$ cat src/rtl/pwl_segment_sampler.sv
// -----------------------------------------------------------------------------
// pwl_segment_sampler
//
// Clocked reader for a piecewise-linear (PWL) segment stream. Segments
// (offset a, slope b in Q.FRAC per tick, start tick t0) are accepted through a
// valid/ready handshake into a small FIFO. A free-running tick counter tnow
// decides when the FIFO head becomes current. On request, the current segment
// is evaluated as y = a + ((b * (tnow - t0)) >>> FRAC), saturated to AW bits.
//
// Ports:
//   clk        sampling clock, one tick per rising edge
//   rstn       asynchronous active-low reset
//   seg_valid  segment offered
//   seg_ready  FIFO can accept a segment (registered, equals !full)
//   seg_a      segment offset (signed, AW bits)
//   seg_b      segment slope (signed, BW bits, FRAC fractional bits per tick)
//   seg_t      segment start tick (TW bits, compared modulo 2^TW)
//   sample_en  request a sample this cycle
//   y_out      sampled value (signed, saturated), valid one cycle after request
//   y_valid    y_out updated this cycle
//   active     a current segment has been loaded since reset
//   sat        sticky flag: a sample saturated since reset
//
// Optional feature (macro PWL_SAMPLER_DEADBAND_EN):
//   Adds parameter ETOL. A sample is only reported (y_valid pulse and y_out
//   update) when it differs from the last reported value by at least ETOL,
//   when a segment was activated since the last report, or when it is the
//   first sample after reset. Without the macro every sample is reported.
// -----------------------------------------------------------------------------
module pwl_segment_sampler #(
    parameter int AW    = 16,
    parameter int BW    = 16,
    parameter int FRAC  = 8,
    parameter int TW    = 24,
    parameter int DEPTH = 4
`ifdef PWL_SAMPLER_DEADBAND_EN
    ,
    parameter logic [AW-2:0] ETOL = 4
`endif
) (
    input  logic                 clk,
    input  logic                 rstn,
    input  logic                 seg_valid,
    output logic                 seg_ready,
    input  logic signed [AW-1:0] seg_a,
    input  logic signed [BW-1:0] seg_b,
    input  logic        [TW-1:0] seg_t,
    input  logic                 sample_en,
    output logic signed [AW-1:0] y_out,
    output logic                 y_valid,
    output logic                 active,
    output logic                 sat
);

    localparam int PTRW = $clog2(DEPTH);
    localparam int PW   = BW + TW;
    localparam int YW   = ((AW > PW) ? AW : PW) + 1;

    localparam logic [PTRW:0]          FULL_CNT = (PTRW+1)'(DEPTH);
    localparam logic signed [YW-1:0]   Y_MAX    = {{(YW-AW+1){1'b0}}, {(AW-1){1'b1}}};
    localparam logic signed [YW-1:0]   Y_MIN    = {{(YW-AW+1){1'b1}}, {(AW-1){1'b0}}};

    // Saturation helpers for the full-width evaluation result.
    function automatic logic ovf_fn(input logic signed [YW-1:0] v);
        return (v > Y_MAX) || (v < Y_MIN);
    endfunction

    function automatic logic signed [AW-1:0] sat_fn(input logic signed [YW-1:0] v);
        if (v > Y_MAX) begin
            return Y_MAX[AW-1:0];
        end else if (v < Y_MIN) begin
            return Y_MIN[AW-1:0];
        end
        return v[AW-1:0];
    endfunction

    // ---------------- state ----------------
    logic signed [AW-1:0] fifo_a_q [DEPTH];
    logic signed [BW-1:0] fifo_b_q [DEPTH];
    logic        [TW-1:0] fifo_t_q [DEPTH];

    logic [PTRW-1:0]      wr_ptr_q,    wr_ptr_d;
    logic [PTRW-1:0]      rd_ptr_q,    rd_ptr_d;
    logic [PTRW:0]        count_q,     count_d;
    logic                 seg_ready_q, seg_ready_d;
    logic [TW-1:0]        tnow_q,      tnow_d;
    logic                 active_q,    active_d;
    logic                 sat_q,       sat_d;
    logic signed [AW-1:0] y_out_q,     y_out_d;
    logic                 y_valid_q,   y_valid_d;

    logic signed [AW-1:0] cur_a_q;
    logic signed [BW-1:0] cur_b_q;
    logic        [TW-1:0] cur_t_q;

`ifdef PWL_SAMPLER_DEADBAND_EN
    logic                 first_q,     first_d;
    logic                 act_seen_q,  act_seen_d;
    logic signed [AW:0]   db_diff;
    logic        [AW:0]   db_mag;
`endif

    // ---------------- combinational datapath ----------------
    logic                 push;
    logic                 pop;
    logic                 report;
    logic signed [TW-1:0] due_diff;
    logic signed [TW-1:0] elapsed_raw;
    logic signed [TW-1:0] elapsed;
    logic signed [PW-1:0] prod;
    logic signed [PW-1:0] prod_sh;
    logic signed [YW-1:0] a_ext;
    logic signed [YW-1:0] y_full;
    logic signed [AW-1:0] y_calc;
    logic                 y_ovf;

    // Signed modular difference so that start times survive tnow wrap-around.
    assign due_diff    = fifo_t_q[rd_ptr_q] - tnow_q;
    assign elapsed_raw = tnow_q - cur_t_q;
    // A negative elapsed time (segment older than half the counter range) clamps to 0.
    assign elapsed     = elapsed_raw[TW-1] ? '0 : elapsed_raw;
    assign prod        = cur_b_q * elapsed;
    assign prod_sh     = prod >>> FRAC;
    assign a_ext       = cur_a_q;
    assign y_full      = a_ext + prod_sh;
    assign y_calc      = active_q ? sat_fn(y_full) : '0;
    assign y_ovf       = active_q && ovf_fn(y_full);

`ifdef PWL_SAMPLER_DEADBAND_EN
    // y_out_q only changes on a report, so it is the last reported value.
    assign db_diff = {y_calc[AW-1], y_calc} - {y_out_q[AW-1], y_out_q};
    assign db_mag  = db_diff[AW] ? $unsigned(-db_diff) : $unsigned(db_diff);
    assign report  = first_q || act_seen_q || (db_mag >= {2'b00, ETOL});
`else
    assign report  = 1'b1;
`endif

    always_comb begin
        push = seg_valid && seg_ready_q;
        // Head is due when its start tick is at or before tnow.
        pop  = (count_q != '0) && (due_diff[TW-1] || (due_diff == '0));

        wr_ptr_d = push ? wr_ptr_q + PTRW'(1) : wr_ptr_q;
        rd_ptr_d = pop  ? rd_ptr_q + PTRW'(1) : rd_ptr_q;

        count_d = count_q;
        if (push && !pop) begin
            count_d = count_q + (PTRW+1)'(1);
        end else if (!push && pop) begin
            count_d = count_q - (PTRW+1)'(1);
        end

        // Registered ready reflects the post-update occupancy.
        seg_ready_d = (count_d != FULL_CNT);
        tnow_d      = tnow_q + TW'(1);
        active_d    = active_q || pop;

        // Sample uses the segment that was current before any same-cycle activation.
        y_valid_d = 1'b0;
        y_out_d   = y_out_q;
        sat_d     = sat_q;
        if (sample_en) begin
            if (report) begin
                y_valid_d = 1'b1;
                y_out_d   = y_calc;
            end
            if (y_ovf) begin
                sat_d = 1'b1;
            end
        end

`ifdef PWL_SAMPLER_DEADBAND_EN
        first_d    = first_q && !(sample_en && report);
        // An activation after a same-cycle report must still force the next report.
        act_seen_d = pop ? 1'b1 : (act_seen_q && !(sample_en && report));
`endif
    end

    // ---------------- control registers ----------------
    always_ff @(posedge clk or negedge rstn) begin
        if (!rstn) begin
            wr_ptr_q    <= '0;
            rd_ptr_q    <= '0;
            count_q     <= '0;
            seg_ready_q <= 1'b0;
            tnow_q      <= '0;
            active_q    <= 1'b0;
            sat_q       <= 1'b0;
            y_out_q     <= '0;
            y_valid_q   <= 1'b0;
`ifdef PWL_SAMPLER_DEADBAND_EN
            first_q     <= 1'b1;
            act_seen_q  <= 1'b0;
`endif
        end else begin
            wr_ptr_q    <= wr_ptr_d;
            rd_ptr_q    <= rd_ptr_d;
            count_q     <= count_d;
            seg_ready_q <= seg_ready_d;
            tnow_q      <= tnow_d;
            active_q    <= active_d;
            sat_q       <= sat_d;
            y_out_q     <= y_out_d;
            y_valid_q   <= y_valid_d;
`ifdef PWL_SAMPLER_DEADBAND_EN
            first_q     <= first_d;
            act_seen_q  <= act_seen_d;
`endif
        end
    end

    // ---------------- segment storage (data, no reset) ----------------
    always_ff @(posedge clk) begin
        if (push) begin
            fifo_a_q[wr_ptr_q] <= seg_a;
            fifo_b_q[wr_ptr_q] <= seg_b;
            fifo_t_q[wr_ptr_q] <= seg_t;
        end
    end

    // Current segment is only meaningful once active is set.
    always_ff @(posedge clk) begin
        if (pop) begin
            cur_a_q <= fifo_a_q[rd_ptr_q];
            cur_b_q <= fifo_b_q[rd_ptr_q];
            cur_t_q <= fifo_t_q[rd_ptr_q];
        end
    end

    assign seg_ready = seg_ready_q;
    assign y_out     = y_out_q;
    assign y_valid   = y_valid_q;
    assign active    = active_q;
    assign sat       = sat_q;

endmodule

$ cat config.mk
export PLATFORM = sky130hd
export DESIGN_NAME = pwl_segment_sampler
export DESIGN_NICKNAME = d
export VERILOG_FILES = /design/src/rtl/pwl_segment_sampler.sv
export SDC_FILE = /design/constraint.sdc
export NUM_CORES = 1
export LEC_CHECK = 0
export CORE_MARGIN = 3
export CORE_UTILIZATION = 50
export CTS_BUF_LIST = sky130_fd_sc_hd__clkbuf_2
export DETAILED_ROUTE_END_ITERATION = 7
export PLACE_DENSITY_LB_ADDON = 0.05
export SLEW_MARGIN = 25
export SYNTH_ARGS = -nofsm -noshare
export SYNTH_HDL_FRONTEND = slang
export SYNTH_SLANG_ARGS = --single-unit
$ cat constraint.sdc
create_clock -name clk -period 27.5 [get_ports clk]
set_input_delay 4.125 -clock clk [delete_from_list [all_inputs] [get_ports clk]]
set_output_delay 4.125 -clock clk [all_outputs]
set_load 0.05 [all_outputs]
Word-level counts from Yosys, hierarchy flattened
Memories as Yosys holds them, arrays and structs flattened. A register that Yosys moved wholly into a read port is not among the register bits.
Cells that the tools add are included.
- register bits after elaboration: 75
- RAM bits: 224
- bits of input ports: 60
- output and inout port bits: 20
- word-level logic and storage cells: 50
- memories: 3
- memory list (name ; depth ; width ; rd ports ; clocked after Yosys merged registers in ; wr ports ; RTL line ; text):
    fifo_t_q ; 4 ; 24 ; 1 ; 0 ; 1 ; 80 ; logic [TW-1:0] fifo_t_q [DEPTH];
    fifo_a_q ; 4 ; 16 ; 1 ; 1 ; 1 ; 78 ; logic signed [AW-1:0] fifo_a_q [DEPTH];
    fifo_b_q ; 4 ; 16 ; 1 ; 1 ; 1 ; 79 ; logic signed [BW-1:0] fifo_b_q [DEPTH];
- $add $sub $neg: 8
- $mul: 1
- order comparisons: 2
- equal/unequal tests: 1
- mux-type cells: 12
- reduce and logical (&&, ||, !) cells: 13
- operator list (kind ; number):
    $mux 16 ; 4
    $sub 24x24->24 ; 2
    $mul 16x24->40 ; 1
    $add 16x32->33 ; 1
    $gt 33x16->1 const B ; 1
    $lt 33x16->1 const B ; 1
    $add 24x1->24 const B ; 1
    $logic_not 24->1 ; 1
    $mux 23 ; 1
    $mux 3 ; 2
    $logic_and 1x1->1 ; 5
    $mux 1 ; 5
    $add 2x1->2 const B ; 2
    $add 3x1->3 const B ; 1
    $logic_or 1x1->1 ; 3
    $ne 3x3->1 const B ; 1
    $reduce_bool 3->1 ; 1
    $sub 3x1->3 const B ; 1
    $logic_not 1->1 ; 2
    $reduce_and 2->1 ; 1

Logic depth before layout (Yosys ltp)
- word-level depth: 9
- mapped depth: 54
- mapped depth without buffers: 51

Worst setup path after synthesis
Ideal clock, no wire load.
- path type: flip-flop to flip-flop
- from: reg tnow_q[0]
- to: reg sat_q (netlist: sat)
- setup time: 0.128 ns
- data arrival time: 10.745 ns
- data required time: 27.372 ns
- slack: 16.627 ns
- cell stages (with the launch flop): 51
- buffers on the path: 2
- clock period less this slack: 10.873 ns
- path through: dfrtp_1 -> inv_1 -> ha_1 -> inv_1 -> fa_1 -> a21o_1 -> a21oi_1 -> o21bai_1 -> a21oi_1 -> o21bai_1 -> a311oi_1 -> nor4_1 -> or3_1 -> a21oi_1 -> xnor2_1 -> and2_1 -> clkbuf_1 -> nand2_1 -> [15 not listed] -> a21oi_1 -> inv_1 -> a21oi_1 -> xnor2_1 -> ha_1 -> a21o_1 -> a21o_1 -> a21o_1 -> nor2b_1 -> nand4b_1 -> a31oi_1 -> o21ai_0 -> a2111o_1 -> nor4_4 -> or2_1 -> buf_6 -> and2b_1 -> o21bai_1
- cells in the longest elaborated chain, start to end: 8
- elaborated cells on any way between the ends: 9
- classes of those cells: add/sub (2); mul (1); order compare (2); mux (1); reduce/logical (3)
- RTL lines (item ; RTL line ; text):
    start, declared ; 86 ; logic [TW-1:0] tnow_q, tnow_d;
    start signal, assigned ; 200 ; tnow_q <= tnow_d;
    $sub 24x24->24 * ; 119 ; assign elapsed_raw = tnow_q - cur_t_q;
    $mux 23 * ; 121 ; assign elapsed = elapsed_raw[TW-1] ? '0 : elapsed_raw;
    $mul 16x24->40 * ; 122 ; assign prod = cur_b_q * elapsed;
    $add 16x32->33 * ; 125 ; assign y_full = a_ext + prod_sh;
    $gt 33x16->1 / $lt 33x16->1 (equally long branches) ; 65 ; return (v > Y_MAX) || (v < Y_MIN);
    $logic_or 1x1->1 * ; 65 ;
    $logic_and 1x1->1 * ; 127 ; assign y_ovf = active_q && ovf_fn(y_full);
    $reduce_and 2->1 (no source line) * ; n/a ;
    end signal, assigned ; 202 ; sat_q <= sat_d;
    end, declared ; 88 ; logic sat_q, sat_d;
Mark *: on every way between the ends. The rest lies on a longest branch, timed or not.
A chain may end at the register's enable or synchronous reset.

Worst setup path after layout
- from: reg tnow_q[8]
- to: reg sat_q (netlist: sat)
The elaborated chain is that of the path after synthesis.

==> qor.yml <==
cts_tree: "yes"
post-route-period-util_pct: 47.4
fp.dieH_um: 247
regArea_um2: 9690
synth.distinct_cells: 76
drive_above_1_share_pct: 8.77
drt_pass1_iterations: 5
place_congestion: 0.917
crit_path_end_kind: "flip-flop"
cts-root-buf: "clkbuf_2"
cts_buffer_depth: 3
vias_per_cell: 5.67
die_area_um2: 60800
drt_iter0_drc: 1381
insertion_delay_ps: 970
crit_arrival_ps: 13850
place_hpwl_um: 57300
wl_per_cell_um: 21.0
status: "finished, final reports clean"
slew_headroom_pct: 24.5
vias: 20400
syn_to_final_growth_pct: 8.36
clkTransAtPathRegs_ps: 100
post-synth-top-count-cell: "inv_1"
multiInputGateArea_um2: 17100
worstPathMaxFanout: 107
slowest_stage: "buf_4"
report.final.slew_viol_count: 0
cts_hold_buf: 0
hold_viol: 0
finalSetupViolations: 0
fmax_mhz: 76.8
netlist_instances: 2694
ys_ff_latch: 331
min_path_type: "flip-flop to flip-flop"
postCtsSetupBuffers: 0
ys_warn_count: 0
drv_cap: 0
drcViolationCount: 0
htree_levels: 3
async_reset_ff_share_pct: 15.4
synth_top_cell_by_area: "edfxtp_1"
fill_cells: 5159
wl_um: 75600
cts-resized-gates: 0
portBuffers: 79
die_w_um: 247
netlist_top_cells_count: "468 x inv_1, 294 x fa_1, 280 x edfxtp_1"
grt_start_max_net_pins: 108
io_pins: 80
yosysSeqAreaShare_pct: 33.5
grt_usage_pct: 25.6
synth_fp_nets: 3269
synth_top_area_share_pct: 29.1
tns_ps: 0
start_util_pct: 50.9
crit_type: "flip-flop to flip-flop"
grt_overflow_total: 0
nets: 3354
rsz0062_at_grt: "no"
rows: 87
required_ps: 28320
syn_area_um2: 28900
startpoint_type: "flip-flop"
grt_pass1_wl_um: 119000
synth.area.top_cells: "edfxtp_1 29%, fa_1 20%, ha_1 9.6%"
critPathMaxStageDelay_ps: 700
core_um2: 56800
clock-sinks: 331
antenna_found_initial: 3
grt_pass1_vias: 21400
synth_edf_count: 280
avgSynthCellArea_um2: 10.7
min_period_ps: 13020
synth_ff_type: "edfxtp_1"
clock_skew_ps: 108
antenna_left: 0
cts_buffers: 80
worst_pin_slew_ps: 1120
[state kept, by name, indices dropped and copies added (netlist names)]
name,count
active,1
count_q,3
cur_a_q,16
cur_b_q,16
cur_t_q,24
fifo_a_q,64
fifo_b_q,64
fifo_t_q,96
rd_ptr_q,2
sat,1
seg_ready,1
tnow_q,24
wr_ptr_q,2
y_out,16
y_valid,1
[cell usage in the layout, fill, tap and decap left out, drive strengths merged, types with 30 or more instances in the layout]
| cell | count |
|---|---|
| edfxtp | 280 |
| and2 | 38 |
| and3 | 163 |
| nand3 | 68 |
| nand2 | 209 |
| dfrtp | 51 |
| mux4 | 56 |
| a21o | 63 |
| nor2 | 103 |
| a21oi | 102 |
| ha | 221 |
| buf | 41 |
| xor2 | 30 |
| fa | 294 |
| clkbuf | 116 |
| o21ai | 49 |
| xnor2 | 81 |
| inv | 470 |
| clkdlybuf4s50 | 78 |
[layout make-up]
type	instances	share of cell area (%)
antenna	2	0.0160
sequential	331	30.9
tap	756	3.02
multi-input combinational	1779	54.5
timing repair buffer	119	3.49
inverter	468	5.60
clock inverter	27	0.647
clock buffer	116	1.85
[routing by layer]
layer,GRT usage [%],up-vias,part of all wire (%)
met5,0,-,0
met4,7.60,0,2.4
met3,2.79,125,4.9
met2,42.8,575,48
met1,35.2,10300,44
li1,-,9389,-
[worst paths after layout]
check | from | end | slack, ps | depth (start not counted)
max in group asynchronous | rstn | rd_ptr_q[0] | 23610 | 2
min in group asynchronous | rstn | y_out[0] | 3310 | 2
worst min-delay path | tnow_q[5] | tnow_q[5] | 510 | 1
worst max register to register | tnow_q[8] | sat | 14480 | 45
worst min register to register | tnow_q[5] | tnow_q[5] | 510 | 1
worst max-delay path | tnow_q[8] | sat | 14480 | 45
[through the flow]
step	setup WS (ps)	cell area, µm²	utilization, %	hold slack [ps]	instances
after floorplan	16630	28900	-	472	2694
after global placement	14560	30500	53.7	493	3452
after detailed placement	14620	30500	53.7	480	3452
after CTS	14580	31300	55.1	516	3595
after global routing	13550	31400	55.2	545	3598
final	14480	31400	55.2	510	3598
[logic make-up after synthesis]
family	Yosys count	synth area share (%)
AOI/OAI and AO/OA	368	8.34
xor gates and xnor gates	111	3.36
adders and majority gates	516	29.9
buffers and inverters	584	7.62
DFF	331	33.5
muxes	64	4.65
and+or+nand+nor	720	12.6
[worst max-delay path, delay by kind of cell (launching register included)]
kind	cells	cell delay, ps
adder cells (fa/ha/maj)	9	4090
AND/OR/NAND/NOR	8	2230
buffers and inverters	6	1340
XOR/XNOR	2	350
flip-flops	1	450
AO/OA/AOI/OAI	20	4400
Power is left out: the tool's default activity adds up to more than one toggle a clock period on the data nets, which glitch-free logic cannot reach.
